==> config.mk <==
export PLATFORM = sky130hd
export DESIGN_NAME = byte_bit_sequencer_flat
export DESIGN_NICKNAME = d
export VERILOG_FILES = /design/src/rtl/byte_bit_sequencer_if.sv /design/src/rtl/byte_bit_sequencer.sv /design/src/flat_wrapper.sv
export SDC_FILE = /design/constraint.sdc
export NUM_CORES = 1
export LEC_CHECK = 0
export ABC_AREA = 1
export CAP_MARGIN = 20
export CORE_MARGIN = 4
export CORE_UTILIZATION = 48
export CTS_BUF_LIST = sky130_fd_sc_hd__clkbuf_16
export DETAILED_ROUTE_END_ITERATION = 8
export PLACE_DENSITY = 0.78
export SLEW_MARGIN = 40
export SYNTH_ARGS = -nofsm -noshare
export SYNTH_HDL_FRONTEND = slang
export SYNTH_SLANG_ARGS = --single-unit
==> constraint.sdc <==
create_clock -name clk -period 1.85 [get_ports clk]
set_input_delay 0.2775 -clock clk [delete_from_list [all_inputs] [get_ports clk]]
set_output_delay 0.2775 -clock clk [all_outputs]
set_load 0.01 [all_outputs]
==> src/rtl/byte_bit_sequencer_if.sv <==
// Purpose : word-in / bit-out handshake bundle for byte_bit_sequencer.
// Latency : none (pure signal grouping).
// Backpressure: carries in_valid/in_ready and bit_valid/bit_ready pairs.
//
// Ports/signals:
//   in_data[WIDTH], in_valid, in_ready   - word input handshake
//   bit_out, bit_valid, bit_ready        - serial bit output handshake
//   bit_last                             - final beat of the current word
//   busy                                 - a word is in flight
// Modports:
//   master - word producer / bit consumer (drives in_*, bit_ready)
//   slave  - the sequencer itself
interface byte_bit_sequencer_if #(
  parameter int WIDTH = 8
);
  logic [WIDTH-1:0] in_data;
  logic             in_valid;
  logic             in_ready;
  logic             bit_out;
  logic             bit_valid;
  logic             bit_ready;
  logic             bit_last;
  logic             busy;

  modport master (
    output in_data, in_valid, bit_ready,
    input  in_ready, bit_out, bit_valid, bit_last, busy
  );

  modport slave (
    input  in_data, in_valid, bit_ready,
    output in_ready, bit_out, bit_valid, bit_last, busy
  );
endinterface

==> src/rtl/byte_bit_sequencer.sv <==
// Purpose : accepts one WIDTH-bit word and replays it LSB first as a bit stream.
// Latency : first bit is valid one cycle after the word handshake.
// Backpressure: bits hold while bit_ready=0; in_ready stays low until the word
//               (and any trailing gap) has completed -- words are never queued.
//
// Ports:
//   clk    - single clock, all state on posedge
//   reset  - synchronous, active-high; aborts any word in flight
//   bus    - byte_bit_sequencer_if.slave (in_data/in_valid/in_ready,
//            bit_out/bit_valid/bit_ready/bit_last, busy)
// Parameters:
//   WIDTH      bits per word, 2..32
//   GAP_CYCLES idle cycles after the final beat before in_ready returns, 0..255
// Build option:
//   BYTE_SEQ_PARITY_EN - appends one even-parity beat to every word; bit_last
//                        moves onto that beat. Undefined: WIDTH beats per word.
module byte_bit_sequencer #(
  parameter int WIDTH      = 8,
  parameter int GAP_CYCLES = 0
) (
  input logic                 clk,
  input logic                 reset,
  byte_bit_sequencer_if.slave bus
);

  localparam int CW = $clog2(WIDTH) + 1;

  localparam logic [1:0] S_IDLE   = 2'd0;
  localparam logic [1:0] S_SHIFT  = 2'd1;
  localparam logic [1:0] S_PARITY = 2'd2;
  localparam logic [1:0] S_GAP    = 2'd3;

  // Where a word goes once its final beat has been taken.
  localparam logic [1:0] S_AFTER  = (GAP_CYCLES == 0) ? S_IDLE : S_GAP;

  localparam logic [CW-1:0] LAST_BIT = CW'(WIDTH - 1);
  // GAP lasts GAP_CYCLES cycles: the counter runs 0..GAP_CYCLES-1.
  localparam logic [7:0]    GAP_LAST = 8'((GAP_CYCLES > 0) ? GAP_CYCLES - 1 : 0);

  logic [1:0]       state_q,   state_d;
  logic [WIDTH-1:0] shreg_q,   shreg_d;
  logic [CW-1:0]    bit_cnt_q, bit_cnt_d;
  logic [7:0]       gap_cnt_q, gap_cnt_d;

`ifdef BYTE_SEQ_PARITY_EN
  // Parity is taken from the word at the handshake, since shreg is consumed
  // as the bits go out.
  logic             parity_q,  parity_d;
  localparam logic  PARITY_ON = 1'b1;
`else
  localparam logic  PARITY_ON = 1'b0;
`endif

  logic accept;
  logic bit_take;
  logic on_last_bit;

  assign accept      = (state_q == S_IDLE) && bus.in_valid && !reset;
  assign bit_take    = bus.bit_ready && (state_q == S_SHIFT || state_q == S_PARITY);
  assign on_last_bit = (state_q == S_SHIFT) && (bit_cnt_q == LAST_BIT);

  // ------------------------------------------------------------------
  // Next-state logic
  // ------------------------------------------------------------------
  always_comb begin
    state_d   = state_q;
    shreg_d   = shreg_q;
    bit_cnt_d = bit_cnt_q;
    gap_cnt_d = gap_cnt_q;
`ifdef BYTE_SEQ_PARITY_EN
    parity_d  = parity_q;
`endif

    unique case (state_q)
      S_IDLE: begin
        if (accept) begin
          shreg_d   = bus.in_data;
          bit_cnt_d = '0;
          gap_cnt_d = '0;
`ifdef BYTE_SEQ_PARITY_EN
          parity_d  = ^bus.in_data;
`endif
          state_d   = S_SHIFT;
        end
      end

      S_SHIFT: begin
        if (bus.bit_ready) begin
          shreg_d = shreg_q >> 1;
          if (on_last_bit) begin
            // Counter parks on WIDTH-1 rather than wrapping past it.
`ifdef BYTE_SEQ_PARITY_EN
            state_d = S_PARITY;
`else
            state_d = S_AFTER;
`endif
          end else begin
            bit_cnt_d = bit_cnt_q + CW'(1);
          end
        end
      end

      S_PARITY: begin
`ifdef BYTE_SEQ_PARITY_EN
        if (bus.bit_ready) begin
          state_d = S_AFTER;
        end
`else
        // Unreachable without the parity build; recover to IDLE.
        state_d = S_IDLE;
`endif
      end

      S_GAP: begin
        if (gap_cnt_q == GAP_LAST) begin
          state_d = S_IDLE;
        end else begin
          gap_cnt_d = gap_cnt_q + 8'd1;
        end
      end

      default: state_d = S_IDLE;
    endcase
  end

  // ------------------------------------------------------------------
  // State registers, synchronous reset
  // ------------------------------------------------------------------
  always_ff @(posedge clk) begin
    if (reset) begin
      state_q   <= S_IDLE;
      shreg_q   <= '0;
      bit_cnt_q <= '0;
      gap_cnt_q <= '0;
`ifdef BYTE_SEQ_PARITY_EN
      parity_q  <= 1'b0;
`endif
    end else begin
      state_q   <= state_d;
      shreg_q   <= shreg_d;
      bit_cnt_q <= bit_cnt_d;
      gap_cnt_q <= gap_cnt_d;
`ifdef BYTE_SEQ_PARITY_EN
      parity_q  <= parity_d;
`endif
    end
  end

  // ------------------------------------------------------------------
  // Outputs: all decoded from registered state, except in_ready which is
  // also forced low while reset is held.
  // ------------------------------------------------------------------
  logic bit_out_w;
  logic bit_last_w;

  always_comb begin
    bit_out_w  = 1'b0;
    bit_last_w = 1'b0;
    if (state_q == S_SHIFT) begin
      bit_out_w  = shreg_q[0];
      bit_last_w = on_last_bit && !PARITY_ON;
    end
`ifdef BYTE_SEQ_PARITY_EN
    else if (state_q == S_PARITY) begin
      bit_out_w  = parity_q;
      bit_last_w = 1'b1;
    end
`endif
  end

  assign bus.in_ready  = (state_q == S_IDLE) && !reset;
  assign bus.bit_valid = (state_q == S_SHIFT) || (state_q == S_PARITY);
  assign bus.bit_out   = bit_out_w;
  assign bus.bit_last  = bit_last_w;
  assign bus.busy      = (state_q != S_IDLE);

  // bit_take is only informative for readers; keep it tied into a term so
  // it documents that bit_ready outside SHIFT/PARITY has no effect.
  logic unused_ok;
  assign unused_ok = bit_take;

endmodule

==> src/flat_wrapper.sv <==
// flat-port wrapper written by rule: the top's interface ports become plain ports
module byte_bit_sequencer_flat 
#(
  parameter int WIDTH      = 8,
  parameter int GAP_CYCLES = 0
)
  (clk, reset, bus_in_data, bus_in_valid, bus_bit_ready, bus_in_ready, bus_bit_out, bus_bit_valid, bus_bit_last, bus_busy);
  byte_bit_sequencer_if #(.WIDTH(WIDTH)) bus_i ();
  input logic clk;
  input logic reset;
  input wire logic [$bits(bus_i.in_data)-1:0] bus_in_data;
  input wire logic [$bits(bus_i.in_valid)-1:0] bus_in_valid;
  input wire logic [$bits(bus_i.bit_ready)-1:0] bus_bit_ready;
  output wire logic [$bits(bus_i.in_ready)-1:0] bus_in_ready;
  output wire logic [$bits(bus_i.bit_out)-1:0] bus_bit_out;
  output wire logic [$bits(bus_i.bit_valid)-1:0] bus_bit_valid;
  output wire logic [$bits(bus_i.bit_last)-1:0] bus_bit_last;
  output wire logic [$bits(bus_i.busy)-1:0] bus_busy;
  assign bus_i.in_data = bus_in_data;
  assign bus_i.in_valid = bus_in_valid;
  assign bus_i.bit_ready = bus_bit_ready;
  assign bus_in_ready = bus_i.in_ready;
  assign bus_bit_out = bus_i.bit_out;
  assign bus_bit_valid = bus_i.bit_valid;
  assign bus_bit_last = bus_i.bit_last;
  assign bus_busy = bus_i.busy;
  byte_bit_sequencer #(.WIDTH(WIDTH), .GAP_CYCLES(GAP_CYCLES)) u_core (.clk(clk), .reset(reset), .bus(bus_i));
endmodule
==> metrics.txt, run 1 <==
status finished clean; Syn Area/Cell 6.58 sq um; reg2reg setup slack about 550 ps; cell chosen for the clock root clkbuf_16; synthesized cell area roughly 700 sq um; Worst EP arrival 1420 ps; initial antenna violation count 0; WP data required 1570 ps; clk_lat worst skew 240 ps; # rows 13; Max-Cap Viols 0; sw frac approximately 25%; Setup TNS 0 ps; P&R area growth vs syn 39.9%; area of the core 1330 sq um; Post-CTS Setup Bufs 0; DRC 0; post-route ant nets 0; GRT busiest layer met2; Die Wd ~46 um; async set or reset register ratio after synthesis 0%; Pleak roughly 0.48 nW; overall power between 800 and 900 uW; Final min period ~1700 ps; fin util between 70% and 80%; global route total overflow 0; met3 usage under 10%; cell count after synthesis 105; die height 45.9 um; Hold Path Class register to register; Via Count about 700; Worst-Margin Slew 238 ps; syn_nets roughly 120; number of synthesized flops with an enable pin 0; main area contributors after synthesis dfxtp_1 38%, nand2_1 18%, nor2_1 8.7%; share of total power in combinational logic 18.9%; Setup CP Type register to output pin; P_sw approximately 220 uW; CTS max path bufs 2; final period utilization 91.6%; clock slew at reported path FFs ~50 ps; largest net degree at the start of global routing 11; clock power share a little under half; synth unique cells 17; worst-path fanout max 8; CTS sink cnt 13; Final HPWL DP 1190 um; TritonCTS buffer count 3; # hold bufs at CTS 0; met1 Track Usage GR between 10% and 20%; vias in the first global route roughly 620; Final nets 141; PD cells 919 nW/um^2; drt total wl about 1600 um; # setup viols final 0; mean routed wirelength per cell 11.5 um; Port Buf Inserts 16; cts repair resizes 3; initial cell density of the core slightly above 50%; Final Hold Viols 0; Critical Path End Type output pin; met2 usage between 30% and 40%; Post-synth top cells 33 x nand2_1, 16 x nor2_1, 13 x dfxtp_1, 10 x inv_1; CTS tree built; Place WS roughly 170 ps; fmax 590 MHz; #FFs+latches synth 13; CP Launch Type register; area of the die between 2000 and 2500 sq um; I/O pins 17; Cell Area, Placed slightly below 900 sq um; largest area contributor in the netlist dfxtp_1; YS warnings 0; peak supply drop 0.526 mV; area share of the largest cell type after synthesis 37.7%; CTS HTree Levels 1; crit path setup slack, layout around 160 ps; Via density 4.92; Slew headroom a little over four fifths; Int Power roughly 670 uW; sequential share of the synthesized area around 38%; most frequent cell after synthesis nand2_1; first-pass GRT wire length about 2700 um; RSZ-0062 raised after global routing no; cell area after layout slightly below 1000 sq um; all-layer global routing usage between 10% and 20%; share of post-route cells with drive strength above 1 between 10% and 20%; ANT cells 0; max-slew violations 0; Post-synth top flop dfxtp_1; drt pass-1 iters 4; clk_skew 3.31 ps; GP Congestion approximately 0.74; Starting DRT DRC Count 14; Flop pwr share between 30% and 40%
cells in the final DEF (no fill, tap or decap), types with 3 or more instances in the layout:
| master | count |
|---|---|
| nand2_1 | 33 |
| a21oi_1 | 4 |
| dfxtp_1 | 13 |
| nand2_4 | 3 |
| nor2_1 | 16 |
| clkdlybuf4s50_1 | 15 |
| inv_1 | 11 |
| clkbuf_16 | 3 |
| nand3_1 | 4 |
| o21ai_1 | 5 |
| o21ai_0 | 5 |
| buf_4 | 4 |
power by group through the flow:
stage | clock (mW) | combinational [mW] | sequential, mW
2_1_floorplan | 0 | 0.0985 | 0.321
3_3_place_gp | 0 | 0.162 | 0.321
3_5_place_dp | 0 | 0.166 | 0.322
4_1_cts | 0.408 | 0.168 | 0.318
5_1_grt | 0.417 | 0.187 | 0.321
6_report | 0.401 | 0.168 | 0.318
path summary, 6_finish.rpt:
check	to	start	cells past startpoint
setup / recovery	bus_bit_out	u_core.state_q[0]	4
hold / removal	u_core.shreg_q[7]	u_core.shreg_q[7]	2
setup reg to reg	u_core.shreg_q[2]	u_core.state_q[0]	7
hold reg to reg	u_core.shreg_q[7]	u_core.shreg_q[7]	2
metrics by stage:
step	hold slack (ps)	instances
2_1_floorplan	347	105
3_3_place_gp	447	138
3_5_place_dp	449	138
4_1_cts	456	142
5_1_grt	487	142
6_report	455	142
final cells by class:
class | count | area [sq um]
fillers | 109 | 368
clock buffers | 3 | 75.1
flip-flops and latches | 13 | 260
repair buffers | 20 | 189
well taps | 15 | 18.8
multi-input cells | 77 | 368
clock inverters | 1 | 3.75
inverters | 13 | 51.3
per-layer routing:
metal  vias up  share of wire, %
met5         -                 0
met1       303                40
met3         4               6.1
li1        369                 -
met4         0               1.4
met2        22                53
flip-flops by register name (all words and copies together), names as in the netlist:
name,cells
u_core.state_q,1
u_core.bit_cnt_q,4
u_core.shreg_q,8
kinds of logic after synthesis:
kind of cell | after synthesis | synth area share (%)
compound gates | 14 | 10.1
fa+ha+maj | 1 | 1.81
buf+inv | 15 | 10.1
flops | 13 | 37.7
simple gates | 62 | 40.2
critical path, cell delays in order (launching register included):
cell and delay, ps:
dfxtp_1 370, buf_4 180, nand2_1 60, inv_1 40, clkdlybuf4s50_1 520
Power figures use the tool's default switching activity.
==> run 2: changes to the inputs <==
Settings changed: CORE_UTILIZATION 48 to 30, PLACE_DENSITY 0.78 to unset, PLACE_DENSITY_LB_ADDON set to 0.05.
==> metrics.txt, run 2 (synthesized netlist as in run 1, its figures left out) <==
status finished clean (unchanged); mean routed wirelength per cell 9.95 um (was 11.5 um); global route total overflow 0 (unchanged); clock slew at reported path FFs 40 ps (was 50 ps); cell chosen for the clock root clkbuf_16 (unchanged); crit path setup slack, layout 118 ps (was 155 ps); P&R area growth vs syn 42.2% (was 39.9%); Worst EP arrival 1450 ps (was 1420 ps); worst-path fanout max 7 (was 8); PD cells 890 nW/um^2 (was 919 nW/um^2); Via density 4.17 (was 4.92); leading registers by flop count u_core.shreg_q (8), u_core.bit_cnt_q (4), u_core.state_q (1) (unchanged); CTS tree built (unchanged); Slew headroom 77.4% (was 84.1%); fin util 44.4% (was 72.4%); TritonCTS buffer count 3 (unchanged); vias in the first global route 614 (was 624); Hold WS 460 ps (was 455 ps); Cells after DPL 151 (was 138); Pleak 0.481 nW (about the same); DRC 0 (unchanged); commonest non-fill, non-tap cell in the layout nand2_1 (unchanged); Critical Path End Type output pin (unchanged); I/O pins 17 (unchanged); # hold bufs at CTS 0 (unchanged); multi-input logic area 368 sq um (unchanged); ANT cells 0 (unchanged); drt pass-1 iters 4 (unchanged); initial antenna violation count 0 (unchanged); Starting DRT DRC Count 15 (was 14); final period utilization 93.6% (was 91.6%); final cell count without fillers 155 (was 142); Setup CP Type register to output pin (unchanged); fmax 577 MHz (was 590 MHz); largest net degree at the start of global routing 10 (was 11); area of the die 3130 sq um (was 2110 sq um); max FFs per register 8 (unchanged); Die Wd 56.0 um (was 45.9 um); WP data required 1570 ps (about the same); Setup TNS 0 ps (unchanged); FF/Latch Area 260 sq um (unchanged); initial cell density of the core 31.2% (was 51.8%); Hold Path Class register to register (unchanged); die height 56.0 um (was 45.9 um); area of the core 2210 sq um (was 1330 sq um); CTS max path bufs 2 (unchanged); Via Count 647 (was 698); Worst-Margin Slew 338 ps (was 238 ps); Cell Area, Placed 897 sq um (was 881 sq um); # setup viols final 0 (unchanged); # rows 17 (was 13); Final min period 1730 ps (was 1690 ps); Final Hold Viols 0 (unchanged); Max-Cap Viols 0 (unchanged); CTS sink cnt 13 (unchanged); Final HPWL DP 1130 um (was 1190 um); overall power 874 uW (was 887 uW); post-route ant nets 0 (unchanged); most frequent cells in the layout 33 x nand2_1, 16 x nor2_1, 15 x clkdlybuf4s50_1 (unchanged); share of post-route cells with drive strength above 1 15.7% (unchanged); drt total wl 1540 um (was 1630 um); GP Congestion 0.805 (was 0.742); max-slew violations 0 (unchanged); first-pass GRT wire length 2780 um (was 2660 um); peak supply drop 0.876 mV (was 0.526 mV); clk_lat worst skew 230 ps (was 240 ps); Port Buf Inserts 16 (unchanged); CP Launch Type register (unchanged); all-layer global routing usage 11.0% (was 17.8%); CTS HTree Levels 1 (unchanged); # fillers 253 (was 109); RSZ-0062 raised after global routing no (unchanged); cell area after layout 982 sq um (was 966 sq um); Place WS 203 ps (was 166 ps); clk_skew 1.61 ps (was 3.31 ps); Final nets 141 (unchanged); Largest Register u_core.shreg_q (unchanged)
run 2: cell counts in the layout (fill, tap and decap cells not counted):
No cell type changed its count.
run 2: layer usage:
metal	wire (um)	global-route usage, %	vias up
li1	-	-	367
met1	809	14.5	265
met2	627	16.4	13
met3	92	5.10	2
met4	12	2.03	0
met5	0	0	-
run 2: final cells by class:
type,instances,area share (%)
sequential,13,26.5
multi-input combinational,77,37.5
clock buffer,3,7.64
timing repair buffer,20,19.2
inverter,13,5.22
tap,28,3.57
clock inverter,1,0.382
run 2: final timing paths:
check                         start                end  cells after the start  slack [ps]
hold reg to reg   u_core.shreg_q[7]  u_core.shreg_q[7]                      2         460
hold / removal    u_core.shreg_q[7]  u_core.shreg_q[7]                      2         460
setup / recovery  u_core.state_q[0]        bus_bit_out                      3         120
setup reg to reg  u_core.state_q[0]  u_core.shreg_q[1]                      6         570
run 2: what timing repair did:
action / in CTS / in global routing
gates resized for setup: 3 / 0
setup endpoints to repair: 1 / 0
setup buffers: 0 / 0
run 2: report_power, final:
| part | internal, mW | switching (mW) |
|---|---|---|
| logic | 0.0764 | 0.0842 |
| registers | 0.304 | 0.0170 |
| clock network | 0.284 | 0.108 |
| total | 0.665 | 0.209 |
run 2: worst max-delay path, cell delays in order, from the launching register on:
cell and delay, ps:
dfxtp_1 510, nand2_1 110, inv_1 60, clkdlybuf4s50_1 530
==> run 3: changes to the inputs <==
Settings changed: CTS_CLUSTER_DIAMETER set to 60.
==> results of run 3 <==
The final DEF is identical to that of run 2; final timing and power are the same.
